### src/rtl/host_bypass_pkg.sv
// Shared definitions for the host bypass configuration block: register offsets,
// CTRL/STATUS bit positions, FSM encodings and a byte-strobe merge helper.
package host_bypass_pkg;

    localparam logic [11:0] REG_ID      = 12'h000;
    localparam logic [11:0] REG_CTRL    = 12'h004;
    localparam logic [11:0] REG_BASE_LO = 12'h008;
    localparam logic [11:0] REG_BASE_HI = 12'h00C;
    localparam logic [11:0] REG_STATUS  = 12'h010;

    localparam int CTRL_COMMIT_BIT    = 0;
    localparam int CTRL_ENABLE_BIT    = 1;
    localparam int STATUS_BUSY_BIT    = 0;
    localparam int STATUS_XLAT_BIT    = 1;
    localparam int STATUS_TIMEOUT_BIT = 2;
    localparam int STATUS_CNT_LSB     = 8;

    typedef enum logic [1:0] {
        CFG_IDLE = 2'd0,
        CFG_REQ  = 2'd1,
        CFG_WAIT = 2'd2
    } cfg_state_e;

    function automatic logic [31:0] apply_wstrb(input logic [31:0] old_v,
                                                input logic [31:0] new_v,
                                                input logic [3:0]  strb);
        logic [31:0] r;
        for (int b = 0; b < 4; b++) begin
            r[b*8 +: 8] = strb[b] ? new_v[b*8 +: 8] : old_v[b*8 +: 8];
        end
        return r;
    endfunction

endpackage

### src/rtl/host_bypass_cfg_regs_axil_slave_if.sv
// AXI4-Lite slave front end: one-deep AW and W holds, registered B and R channels,
// presenting a simple word-aligned register write/read strobe interface.
module axil_slave_if
    import host_bypass_pkg::*;
(
    input  logic        clk_i,
    input  logic        rst_i_n,
    input  logic [11:0] s_axil_awaddr,
    input  logic        s_axil_awvalid,
    output logic        s_axil_awready,
    input  logic [31:0] s_axil_wdata,
    input  logic [3:0]  s_axil_wstrb,
    input  logic        s_axil_wvalid,
    output logic        s_axil_wready,
    output logic [1:0]  s_axil_bresp,
    output logic        s_axil_bvalid,
    input  logic        s_axil_bready,
    input  logic [11:0] s_axil_araddr,
    input  logic        s_axil_arvalid,
    output logic        s_axil_arready,
    output logic [31:0] s_axil_rdata,
    output logic [1:0]  s_axil_rresp,
    output logic        s_axil_rvalid,
    input  logic        s_axil_rready,
    output logic        wr_en_o,
    output logic [11:0] wr_addr_o,
    output logic [31:0] wr_data_o,
    output logic [3:0]  wr_strb_o,
    output logic        rd_en_o,
    output logic [11:0] rd_addr_o,
    input  logic [31:0] rd_data_i
);

    logic        aw_held_q, aw_held_d;
    logic [9:0]  awaddr_q, awaddr_d;
    logic        w_held_q, w_held_d;
    logic [31:0] wdata_q, wdata_d;
    logic [3:0]  wstrb_q, wstrb_d;
    logic        bvalid_q, bvalid_d;
    logic        rvalid_q, rvalid_d;
    logic [31:0] rdata_q, rdata_d;
    logic        unused_addr_lsbs;

    // A transfer happens on any edge where valid & ready are both high; valid never
    // drops before that edge and ready never depends combinationally on valid.
    assign s_axil_awready = ~aw_held_q;
    assign s_axil_wready  = ~w_held_q;
    assign s_axil_arready = ~rvalid_q;
    assign s_axil_bvalid  = bvalid_q;
    assign s_axil_bresp   = 2'b00;
    assign s_axil_rvalid  = rvalid_q;
    assign s_axil_rdata   = rdata_q;
    assign s_axil_rresp   = 2'b00;

    assign wr_en_o   = aw_held_q & w_held_q & ~bvalid_q;
    assign wr_addr_o = {awaddr_q, 2'b00};
    assign wr_data_o = wdata_q;
    assign wr_strb_o = wstrb_q;
    assign rd_en_o   = s_axil_arvalid & ~rvalid_q;
    assign rd_addr_o = {s_axil_araddr[11:2], 2'b00};

    assign unused_addr_lsbs = ^{s_axil_awaddr[1:0], s_axil_araddr[1:0]};

    always_comb begin
        aw_held_d = aw_held_q;
        awaddr_d  = awaddr_q;
        w_held_d  = w_held_q;
        wdata_d   = wdata_q;
        wstrb_d   = wstrb_q;
        bvalid_d  = bvalid_q;
        rvalid_d  = rvalid_q;
        rdata_d   = rdata_q;
        if (wr_en_o) begin
            aw_held_d = 1'b0;
            w_held_d  = 1'b0;
            bvalid_d  = 1'b1;
        end
        if (s_axil_awvalid && !aw_held_q) begin
            aw_held_d = 1'b1;
            awaddr_d  = s_axil_awaddr[11:2];
        end
        if (s_axil_wvalid && !w_held_q) begin
            w_held_d = 1'b1;
            wdata_d  = s_axil_wdata;
            wstrb_d  = s_axil_wstrb;
        end
        if (bvalid_q && s_axil_bready) begin
            bvalid_d = 1'b0;
        end
        if (rd_en_o) begin
            rvalid_d = 1'b1;
            rdata_d  = rd_data_i;
        end else if (rvalid_q && s_axil_rready) begin
            rvalid_d = 1'b0;
        end
    end

    always_ff @(posedge clk_i or negedge rst_i_n) begin
        if (!rst_i_n) begin
            aw_held_q <= 1'b0;
            awaddr_q  <= '0;
            w_held_q  <= 1'b0;
            wdata_q   <= '0;
            wstrb_q   <= '0;
            bvalid_q  <= 1'b0;
            rvalid_q  <= 1'b0;
            rdata_q   <= '0;
        end else begin
            aw_held_q <= aw_held_d;
            awaddr_q  <= awaddr_d;
            w_held_q  <= w_held_d;
            wdata_q   <= wdata_d;
            wstrb_q   <= wstrb_d;
            bvalid_q  <= bvalid_d;
            rvalid_q  <= rvalid_d;
            rdata_q   <= rdata_d;
        end
    end

endmodule

### src/rtl/host_bypass_cfg_regs.sv
// Host-facing control registers: stages a 64-bit RAM base, commits it to the
// translation init stage, tracks completion/timeout and gates the DMA path.
module host_bypass_cfg_regs
    import host_bypass_pkg::*;
#(
    parameter logic [31:0] ID_VALUE       = 32'h4842_0001,
    parameter int          TIMEOUT_CYCLES = 1024,
    parameter int          CNT_W          = 11
) (
    input  logic        clk_i,
    input  logic        rst_i_n,
    input  logic [11:0] s_axil_awaddr,
    input  logic        s_axil_awvalid,
    output logic        s_axil_awready,
    input  logic [31:0] s_axil_wdata,
    input  logic [3:0]  s_axil_wstrb,
    input  logic        s_axil_wvalid,
    output logic        s_axil_wready,
    output logic [1:0]  s_axil_bresp,
    output logic        s_axil_bvalid,
    input  logic        s_axil_bready,
    input  logic [11:0] s_axil_araddr,
    input  logic        s_axil_arvalid,
    output logic        s_axil_arready,
    output logic [31:0] s_axil_rdata,
    output logic [1:0]  s_axil_rresp,
    output logic        s_axil_rvalid,
    input  logic        s_axil_rready,
    output logic [63:0] ram_base_addr_o,
    output logic        init_o,
    input  logic        init_done_i,
    output logic        dma_enable_o
);

    logic        wr_en, rd_en;
    logic [11:0] wr_addr, rd_addr;
    logic [31:0] wr_data, rd_data;
    logic [3:0]  wr_strb;

    cfg_state_e       state_q, state_d;
    logic [CNT_W-1:0] cnt_q, cnt_d;
    logic             busy, commit_wr, commit_go, done_hit, to_hit;

    logic        enable_q, enable_d, xlat_q, xlat_d, timeout_q, timeout_d, dma_q, dma_d;
    logic [31:0] base_lo_q, base_lo_d, base_hi_q, base_hi_d;
    logic [7:0]  commit_cnt_q, commit_cnt_d;
    logic [63:0] ram_base_q, ram_base_d;

    axil_slave_if u_axil (
        .clk_i, .rst_i_n,
        .s_axil_awaddr, .s_axil_awvalid, .s_axil_awready,
        .s_axil_wdata, .s_axil_wstrb, .s_axil_wvalid, .s_axil_wready,
        .s_axil_bresp, .s_axil_bvalid, .s_axil_bready,
        .s_axil_araddr, .s_axil_arvalid, .s_axil_arready,
        .s_axil_rdata, .s_axil_rresp, .s_axil_rvalid, .s_axil_rready,
        .wr_en_o(wr_en), .wr_addr_o(wr_addr), .wr_data_o(wr_data), .wr_strb_o(wr_strb),
        .rd_en_o(rd_en), .rd_addr_o(rd_addr), .rd_data_i(rd_data)
    );

    assign commit_wr = wr_en && (wr_addr == REG_CTRL) && wr_strb[0] && wr_data[CTRL_COMMIT_BIT];

    always_ff @(posedge clk_i or negedge rst_i_n) begin
        if (!rst_i_n) begin
            state_q <= CFG_IDLE;
            cnt_q   <= '0;
        end else begin
            state_q <= state_d;
            cnt_q   <= cnt_d;
        end
    end

    // Commits arriving outside IDLE are dropped; completion wins over a same-cycle timeout.
    always_comb begin
        state_d   = state_q;
        cnt_d     = cnt_q;
        commit_go = 1'b0;
        done_hit  = 1'b0;
        to_hit    = 1'b0;
        case (state_q)
            CFG_IDLE: if (commit_wr) begin
                state_d   = CFG_REQ;
                commit_go = 1'b1;
            end
            CFG_REQ: begin
                state_d = CFG_WAIT;
                cnt_d   = '0;
            end
            CFG_WAIT: begin
                if (init_done_i) begin
                    state_d  = CFG_IDLE;
                    done_hit = 1'b1;
                end else if (cnt_q == CNT_W'(TIMEOUT_CYCLES - 1)) begin
                    state_d = CFG_IDLE;
                    to_hit  = 1'b1;
                end else begin
                    cnt_d = cnt_q + 1'b1;
                end
            end
            default: state_d = CFG_IDLE;
        endcase
    end

    always_comb begin
        init_o = (state_q == CFG_REQ);
        busy   = (state_q != CFG_IDLE);
    end

    always_comb begin
        enable_d     = enable_q;
        base_lo_d    = base_lo_q;
        base_hi_d    = base_hi_q;
        xlat_d       = xlat_q;
        timeout_d    = timeout_q;
        commit_cnt_d = commit_cnt_q;
        ram_base_d   = ram_base_q;
        dma_d        = enable_q & xlat_q;
        if (wr_en) begin
            case (wr_addr)
                REG_CTRL:    if (wr_strb[0]) enable_d = wr_data[CTRL_ENABLE_BIT];
                REG_BASE_LO: base_lo_d = apply_wstrb(base_lo_q, wr_data, wr_strb);
                REG_BASE_HI: base_hi_d = apply_wstrb(base_hi_q, wr_data, wr_strb);
                default: ;
            endcase
        end
        if (commit_go) begin
            ram_base_d   = {base_hi_q, base_lo_q};
            xlat_d       = 1'b0;
            timeout_d    = 1'b0;
            commit_cnt_d = commit_cnt_q + 8'd1;
        end
        if (done_hit) xlat_d = 1'b1;
        if (to_hit) timeout_d = 1'b1;
    end

    always_ff @(posedge clk_i or negedge rst_i_n) begin
        if (!rst_i_n) begin
            enable_q     <= 1'b0;
            base_lo_q    <= '0;
            base_hi_q    <= '0;
            xlat_q       <= 1'b0;
            timeout_q    <= 1'b0;
            commit_cnt_q <= '0;
            ram_base_q   <= '0;
            dma_q        <= 1'b0;
        end else begin
            enable_q     <= enable_d;
            base_lo_q    <= base_lo_d;
            base_hi_q    <= base_hi_d;
            xlat_q       <= xlat_d;
            timeout_q    <= timeout_d;
            commit_cnt_q <= commit_cnt_d;
            ram_base_q   <= ram_base_d;
            dma_q        <= dma_d;
        end
    end

    assign ram_base_addr_o = ram_base_q;
    assign dma_enable_o    = dma_q;

    always_comb begin
        rd_data = '0;
        if (rd_en) begin
            case (rd_addr)
                REG_ID:      rd_data = ID_VALUE;
                REG_CTRL:    rd_data[CTRL_ENABLE_BIT] = enable_q;
                REG_BASE_LO: rd_data = base_lo_q;
                REG_BASE_HI: rd_data = base_hi_q;
                REG_STATUS: begin
                    rd_data[STATUS_BUSY_BIT]       = busy;
                    rd_data[STATUS_XLAT_BIT]       = xlat_q;
                    rd_data[STATUS_TIMEOUT_BIT]    = timeout_q;
                    rd_data[STATUS_CNT_LSB +: 8]   = commit_cnt_q;
                end
                default: ;
            endcase
        end
    end

endmodule

### config.mk
export PLATFORM = sky130hd
export DESIGN_NAME = host_bypass_cfg_regs
export DESIGN_NICKNAME = d
export VERILOG_FILES = /design/src/rtl/host_bypass_pkg.sv /design/src/rtl/host_bypass_cfg_regs_axil_slave_if.sv /design/src/rtl/host_bypass_cfg_regs.sv
export SDC_FILE = /design/constraint.sdc
export NUM_CORES = 1
export LEC_CHECK = 0
export ABC_AREA = 1
export CAP_MARGIN = 20
export CORE_MARGIN = 2
export CORE_UTILIZATION = 47
export DETAILED_ROUTE_END_ITERATION = 6
export GPL_TIMING_DRIVEN = 0
export PLACE_DENSITY_LB_ADDON = 0.2
export SLEW_MARGIN = 20
export SYNTH_ARGS = -nofsm -noshare
export SYNTH_HDL_FRONTEND = slang
export SYNTH_SLANG_ARGS = --single-unit
### constraint.sdc
create_clock -name clk_i -period 4.5 [get_ports clk_i]
set_clock_uncertainty 0.05 [all_clocks]
set_input_delay 0.45 -clock clk_i [delete_from_list [all_inputs] [get_ports clk_i]]
set_output_delay 0.45 -clock clk_i [all_outputs]
set_load 0.02 [all_outputs]
==> results of run 1 <==
## cells in the final DEF, fill, tap and decap left out, types with 6 or more instances in the layout
master | Yosys | final
a21oi_1 | 43 | 43
buf_2 | 16 | 16
buf_6 | 8 | 8
clkbuf_1 | 24 | 27
clkbuf_16 | 0 | 26
clkbuf_8 | 0 | 7
clkdlybuf4s50_1 | 0 | 165
dfrtp_1 | 235 | 235
ha_1 | 6 | 6
inv_1 | 79 | 79
mux2_2 | 6 | 6
nand2_1 | 387 | 387
nand3_1 | 96 | 96
nor2_1 | 77 | 77
o21ai_0 | 60 | 60
o21ai_1 | 36 | 36
o21ai_2 | 9 | 9
xor2_1 | 7 | 7
## layout make-up
class	instances	share of cell area, %
plain buffers	54	2.33
clock buffers	36	5.85
repair buffers	169	13.4
clock inverters	10	1.46
inverters	81	2.34
multi-input cells	765	26.7
well taps	275	2.65
flip-flops and latches	235	45.3
## cells by family (layout without fill, tap and decap cells)
group                      count (synthesis)  count (layout)  synth area share [%]
AOI/OAI and AO/OA                        157             157                  8.41
adders and majority gates                  6               6                 0.756
DFF                                      235             235                  59.2
and+or+nand+nor                          581             581                  23.9
other                                      1               4                0.0377
buffers and inverters                    135             350                  6.10
xor gates and xnor gates                  11              11                 0.970
muxes                                      6               6                 0.680
## routing by layer
layer	wire [um]	track usage [%]	up-vias
met4	600	6.76	0
met1	11400	34.4	4028
met5	0	0	-
li1	-	-	4004
met2	13000	40.6	304
met3	1860	4.04	41
## registers in the layout (all words and copies together) (netlist names)
register              cells
ram_base_addr_o          64
base_hi_q                32
base_lo_q                32
u_axil.s_axil_rdata      32
u_axil.wr_data_o         32
cnt_q                    11
u_axil.awaddr_q          10
commit_cnt_q              8
u_axil.wr_strb_o          4
state_q                   2
dma_enable_o              1
enable_q                  1
timeout_q                 1
u_axil.aw_held_q          1
u_axil.s_axil_bvalid      1
u_axil.s_axil_rvalid      1
u_axil.w_held_q           1
xlat_q                    1
## synth_stat cells, types with 6 or more instances
cell type / count / area, sq um
clkbuf_1: 24 / 90.1
nor2_1: 77 / 289
buf_6: 8 / 90.1
o21ai_1: 36 / 180
ha_1: 6 / 75.1
nand2_1: 387 / 1450
mux2_2: 6 / 67.6
o21ai_2: 9 / 78.8
xor2_1: 7 / 61.3
dfrtp_1: 235 / 5880
o21ai_0: 60 / 300
nand3_1: 96 / 480
inv_1: 79 / 297
buf_2: 16 / 80.1
a21oi_1: 43 / 215
## stage by stage
stage,power (W),util (%)
after floorplan,0.00313,-
after global placement,0.00348,57.2
after detailed placement,0.00353,57.5
after CTS,0.00582,62.1
after global routing,0.00608,62.1
final,0.00579,62.1
## repair_timing
item | in CTS | in global routing
hold buffers | 1 | 0
endpoints found under the setup margin | 0 | 0
endpoints found under the hold margin | 42 | 0
setup buffers | 0 | 0
## power by group
part	switching (W)	total, W	internal [W]
Sequential	0.000137	0.00252	0.00238
Combinational	0.000639	0.000969	0.000331
Clock	0.000845	0.00230	0.00146
## how the worst max path moves through the flow
stage	startpoint	end	slack (ns)	depth (start not counted)
finish	state_q[1]	init_o	2.17	3
global route	state_q[1]	init_o	2.10	3
CTS	state_q[1]	init_o	2.17	3
detailed placement	s_axil_arvalid	u_axil.s_axil_rdata[25]	2.02	7
global placement	rst_i_n	ram_base_addr_o[58]	-6.99	1
floorplan	u_axil.s_axil_rvalid	u_axil.s_axil_rdata[21]	2.85	7
## critical path, cell delays in order, from the launching register on
cell	delay [ns]
dfrtp_1	0.39
inv_1	0.11
ha_1	0.19
clkdlybuf4s50_1	0.61
==> run metrics, run 1 <==
Synth Warn # 0; Starting DRT DRC Count 592; final wirelength 26,900 um; n_diodes 0; Detailed Place HPWL 19,300 um; Final WS setup 2.17 ns; worst vdd ir roughly 330 uV; Post-Layout Cell Count 1,625; synth unique cells 33; via count 8,377; Total Neg Setup Slack 0 ns; Max Buffers Root-to-Sink 3; r2r startpoint state_q[1]; largest net degree at the start of global routing a little over 100; Hold Violations, Final 0; RePlAce Congestion a little under 0.9; status finished clean; detail-routed via count per cell 5.16; Multi-input gate area 0.00346 sq mm; Post-synth EDFFs 0; Max Clock Freq 0.430 GHz; Final min period ~2.3 ns; Netlist Area Pre-Place ~0.0099 sq mm; Clock Latency Late Sink 0.53 ns; max-cap violation count 0; initial core utilization 47.6%; layout cells sized above 1 7.78%; r2r setup slk 2.31 ns; Power Dens Cells 447 mW/mm^2; first-pass GRT wire length 43,400 um; DR DRC count 0; worst hold path type in -> async; # setup viols final 0; placed instance area 0.0120 sq mm; type of origin of the critical path register; reg2reg path depth 7; clk root buf clkbuf_16; port bufs roughly 170; # resized after CTS 0; RSZ-0062 raised after global routing no; initial antenna violation count 0; vias in the first global route 8,178; H-tree levels 1; Final nets 1,406; CP endpoint kind output pin; max_slew headroom ~52%; Routed WL per cell 16.5 um; CP required 4.00 ns; P&R area growth vs syn 30.5%; Placement Rows 53; fin area 0.0130 sq mm; placed cell count 1,578; DP Worst Slack 2.02 ns; worst r2r dst ram_base_addr_o[53]; Yosys reg bits between 200 and 250; sequential fraction of the synthesis area between 50% and 60%; cells after synthesis between 1,000 and 1,500; Ports between 150 and 200; fin. max-slew vios 0; async set or reset register ratio after synthesis 100%; Avg Inst Size Synth 8.78 sq um; clock sinks between 200 and 250; post-route clock period utilization 51.7%; Sequential Area 0.00588 sq mm; Worst-Margin Slew around 0.73 ns; Num CTS Buffers 26; critical-path maximum fanout 3; # fillers 1,813; Synth Flop Type dfrtp_1; Core Area 0.0209 sq mm; GR Overflow Total 0; worst hold slack 0.374 ns; Worst-path clk slew 0.06 ns; DIE AREA 0.0223 sq mm; Setup CP Type reg -> out; Die Y about 150 um; Pre-Repair DR Iteration Count 5; WP data arrival approximately 1.8 ns; gr usage total 24.8%; Leakage 6.31 nW; Die X roughly 150 um; CTS tree yes; Final ANT Viol Nets 0
Note: power is estimated with default switching activity, not from simulation.
==> inputs of run 2 (changes only) <==
clock period = 2.05 ns   (was 4.5 ns; I/O delays follow)
==> run 2 against run 1 <==
Effect of this change: utilization about the same; routed wire length down 0.13%; via count down 0.17%; global-route usage unchanged; sequential share of layout area about the same; cell count down 0.12%; hold slack worse by 0.24 ns; register-to-register slack worse by 2.2 ns.
==> run metrics, run 2 (synthesis results as in run 1) <==
Die Y 149 um; RSZ-0062 raised after global routing yes; Clock Latency Late Sink around 0.53 ns; RePlAce Congestion 0.871; status finished clean; Max Clock Freq 0.509 GHz; max_slew headroom approximately half; H-tree levels 1; critical-path maximum fanout 10; Max Buffers Root-to-Sink 3; worst r2r dst base_lo_q[13]; final core utilization 62.1%; fin. max-slew vios 0; Ports about 180; Pre-Repair DR Iteration Count 6; Worst-Margin Slew 0.728 ns; Final WS setup 0.0861 ns; n_diodes 0; Post-CTS Setup Bufs 0; Detailed Place HPWL 19,300 um; detail-routed via count per cell 5.15; r2r startpoint u_axil.awaddr_q[7]; Setup CP Type reg -> reg; Power Dens Cells ~980 mW/mm^2; max reg flops 64; worst vdd ir roughly 730 uV; initial antenna violation count 0; type of origin of the critical path register; CTS tree yes; Final nets around 1,400; Hold Violations, Final 0; placed cell count ~1,600; most used cell, CP nand2_1; Starting DRT DRC Count between 500 and 600; Post-Layout Cell Count between 1,500 and 2,000; reg2reg path depth 7; Slowest-stage cell, CP nand3_1; WP data arrival around 2.3 ns; r2r setup slk 0.09 ns; Placement Rows 53; via count 8,363; gr usage total 24.8%; post-route clock period utilization 95.8%; DIE AREA between 0.02 and 0.025 sq mm; Routed WL per cell 16.5 um; # fillers around 1,800; most frequent cells in the layout nand2_1, dfrtp_1, clkdlybuf4s50_1, nand3_1, inv_1; largest stage delay on the critical path 0.41 ns; Final ANT Viol Nets 0; layout cells sized above 1 8.01%; Leakage 6.31 nW; DP Worst Slack -0.190 ns; first-pass GRT wire length 43,400 um; P&R area growth vs syn 30.5%; most common cell after layout, fill and taps aside nand2_1; worst hold path type in -> async; CP endpoint kind register; Num CTS Buffers 26; Worst-path clk slew 0.06 ns; final wirelength 26,800 um; clock sinks 235; # setup viols final 0; port bufs 166; initial core utilization 47.6%; vias in the first global route 8,159; Core Area between 0.02 and 0.025 sq mm; clk root buf clkbuf_16; GR Overflow Total 0; Final min period 1.96 ns; Die X 149 um; CP required 2.40 ns; Total Neg Setup Slack 0 ns; max-cap violation count 0; DR DRC count 0; critical path cell sequence nor2_1 -> nand2_1 -> nor3_2 -> nand3_1 -> buf_2 -> nand2_1 -> o21ai_0; largest net degree at the start of global routing 102
==> run 2: cell types whose count changed in the layout (fill, tap and decap cells not counted) <==
cell	previous run	this run
clkbuf_4	0	1
ha_1	6	5
clkbuf_2	0	2
clkbuf_1	27	24
dlygate4sd2_1	0	1
buf_2	16	15
ha_2	0	1
clkdlybuf4s50_1	165	164
buf_1	1	0
==> run 2: critical path: cells and delay by family (launching register included) <==
family | cells | cell delay [ns]
simple gates | 5 | 1.01
flops | 1 | 0.38
buf+inv | 1 | 0.33
compound gates | 1 | 0.07
==> run 2: area by class of cell <==
cell class | count | area, sq um | area share, %
clock inverters | 10 | 189 | 1.46
repair buffers | 169 | 1730 | 13.3
inverters | 81 | 304 | 2.34
flip-flops and latches | 235 | 5880 | 45.3
clock buffers | 36 | 758 | 5.85
multi-input cells | 765 | 3460 | 26.7
well taps | 275 | 344 | 2.65
plain buffers | 52 | 299 | 2.31
==> run 2: how the worst max path moves through the flow <==
stage / from / to / slack [ns] / depth (start not counted)
after detailed placement: s_axil_arvalid / u_axil.s_axil_rdata[25] / -0.19 / 7
final: u_axil.awaddr_q[7] / base_lo_q[13] / 0.09 / 7
after CTS: state_q[0] / ram_base_addr_o[9] / 0.06 / 6
after floorplan: u_axil.s_axil_rvalid / u_axil.s_axil_rdata[21] / 0.40 / 7
after global routing: u_axil.awaddr_q[7] / base_lo_q[17] / -0.03 / 6
after global placement: rst_i_n / ram_base_addr_o[58] / -9.20 / 1
==> run 2: metal layers <==
| metal | up-vias | share of wire [%] | global-route usage (%) |
|---|---|---|---|
| met1 | 4047 | 42 | 34.4 |
| met5 | - | 0 | 0 |
| met3 | 40 | 6.9 | 4.04 |
| met2 | 281 | 48 | 40.6 |
| met4 | 0 | 2.2 | 6.76 |
| li1 | 3995 | - | - |
==> run 2: repair_timing <==
item	4_1_cts	5_1_grt
pin swaps	0	0
resized for setup	2	4
endpoints found under the setup margin	64	59
hold buffers	1	0
hold endpoints to repair	235	0
==> run 2: per-stage QoR <==
| step | total power, W | instance area, sq um | hold WS (ns) |
|---|---|---|---|
| after floorplan | 0.00687 | 9950 | -0.141 |
| after global placement | 0.00765 | 12000 | 0.404 |
| after detailed placement | 0.00774 | 12000 | 0.0762 |
| after CTS | 0.0128 | 13000 | 0.127 |
| after global routing | 0.0133 | 13000 | 0.151 |
| final | 0.0127 | 13000 | 0.130 |
==> run 2: where the power goes <==
group | switching, W | total (W) | internal [W]
Sequential | 0.000302 | 0.00553 | 0.00523
Clock | 0.00185 | 0.00505 | 0.00320
Combinational | 0.00140 | 0.00212 | 0.000726
==> inputs of run 3 (changes only) <==
SLEW_MARGIN = 10   (was 20)
==> run 3 against run 2 <==
Effect of this change: hold slack got worse by 0.042 ns; utilization fell by 0.69 points; cell area fell by 1.1%; non-clock buffer count did not move; fmax rose by 1.2%; critical path type unchanged; critical endpoint is now base_lo_q[19]; highest routed layer unchanged.
==> run metrics, run 3 (synthesis results as in run 1) <==
status finished clean; Final min period 1.94 ns; Final ANT Viol Nets 0; Max Buffers Root-to-Sink 3; M3 GR Usage 4.74%; Max Clock Freq about 0.52 GHz; DP Worst Slack -0.179 ns; Final nets 1,403; first-pass GRT wire length 42,800 um; Die Y roughly 150 um; via count 8,292; CP required 2.43 ns; max reg flops 64; Placement Rows 53; worst hold slack 0.0879 ns; met1 usage 33.3%; most common cell after layout, fill and taps aside nand2_1; worst vdd ir 765 uV; Routed WL per cell 16.4 um; Total Neg Setup Slack 0 ns; Design Power 0.0121 W; Power Dens Cells 940 mW/mm^2; fin. max-slew vios 0; Core Area around 0.021 sq mm; initial antenna violation count 0; WP data arrival 2.32 ns; CP endpoint kind register; Hold Violations, Final 0; Ports roughly 180; Post-CTS Setup Bufs 0; RSZ-0062 raised after global routing no; Leakage 6.25 nW; Die X 149 um; P&R area growth vs syn 29.1%; met2 Usage GRT around two fifths; clk root buf clkbuf_16; GR Overflow Total 0; vias in the first global route 8,077; port bufs 166; Setup CP Type reg -> reg; post-route clock period utilization between 90% and 100%; CTS tree yes; placed cell count about 1,600; type of origin of the critical path register; max_slew headroom 53.0%; Clock Latency Late Sink 0.52 ns; GRT Max-Usage Layer met2; worst hold path type in -> async; largest net degree at the start of global routing 113; # setup viols final 0; Post-Layout Cell Count 1,620; max-cap violation count 0; Detailed Place HPWL 19,300 um; DR DRC count 0; Worst-Margin Slew slightly above 0.7 ns; RePlAce Congestion between 0.8 and 0.9; Final WS setup 0.109 ns; detail-routed via count per cell roughly 5; layout cells sized above 1 under 10%; Pre-Repair DR Iteration Count 5; final wirelength 26,600 um; most frequent cells in the layout nand2_1, dfrtp_1, clkdlybuf4s50_1, nand3_1, inv_1; n_diodes 0; Worst-path clk slew 0.06 ns; gr usage total between 20% and 30%; initial core utilization a little under half; Starting DRT DRC Count 574; critical-path maximum fanout 10; H-tree levels 1; clock sinks 235; DIE AREA 0.0223 sq mm; Num CTS Buffers 25
-- run 3: worst paths after layout --
kind,endpoint,slack (ns),cells past startpoint,startpoint
setup / recovery,base_lo_q[19],0.11,6,u_axil.awaddr_q[7]
hold / removal,u_axil.wr_data_o[10],0.09,2,rst_i_n
setup reg to reg,base_lo_q[19],0.11,6,u_axil.awaddr_q[7]
hold reg to reg,ram_base_addr_o[41],0.42,2,ram_base_addr_o[41]
max in group asynchronous,ram_base_addr_o[60],1.02,3,rst_i_n
min in group clk_i,u_axil.s_axil_rvalid,0.19,2,s_axil_rready
-- run 3: layout make-up --
| cell class | instances | area, sq um |
|---|---|---|
| flip-flops and latches | 235 | 5880 |
| repair buffers | 169 | 1730 |
| clock inverters | 8 | 90.1 |
| plain buffers | 52 | 300 |
| well taps | 275 | 344 |
| clock buffers | 35 | 703 |
| fillers | 1872 | 8070 |
| inverters | 81 | 304 |
| multi-input cells | 765 | 3470 |
-- run 3: layer usage --
layer  share of wire [%]  wire length [um]
met5                   0                 0
met4                 2.4               649
met3                 6.6              1750
met2                  48             12700
met1                  43             11500
-- run 3: where the power goes --
group	internal (W)	leakage (nW)	switching, W	total (W)
clock	0.00262	0.396	0.00176	0.00439
combinational	0.000728	2.74	0.00141	0.00214
sequential	0.00522	3.11	0.000302	0.00553
total	0.00858	6.25	0.00348	0.0121
-- run 3: what timing repair did --
item | in CTS | in global routing
gates cloned | 0 | 0
resized for setup | 2 | 7
hold buffers | 1 | 0
endpoints found under the hold margin | 235 | 0
setup endpoints to repair | 57 | 55
-- run 3: through the flow --
step                util (%)  area [sq um]
floorplan                  -          9950
global placement        57.2         12000
detailed placement      57.5         12000
CTS                     61.3         12800
global route            61.4         12800
finish                  61.4         12800
-- run 3: critical path, cell delays in order, from the launching register on --
cell	delay (ns)
dfrtp_1	0.38
nor2_1	0.11
nand2_1	0.14
nor3_2	0.27
nand3_1	0.39
buf_2	0.32
o21ai_0	0.19
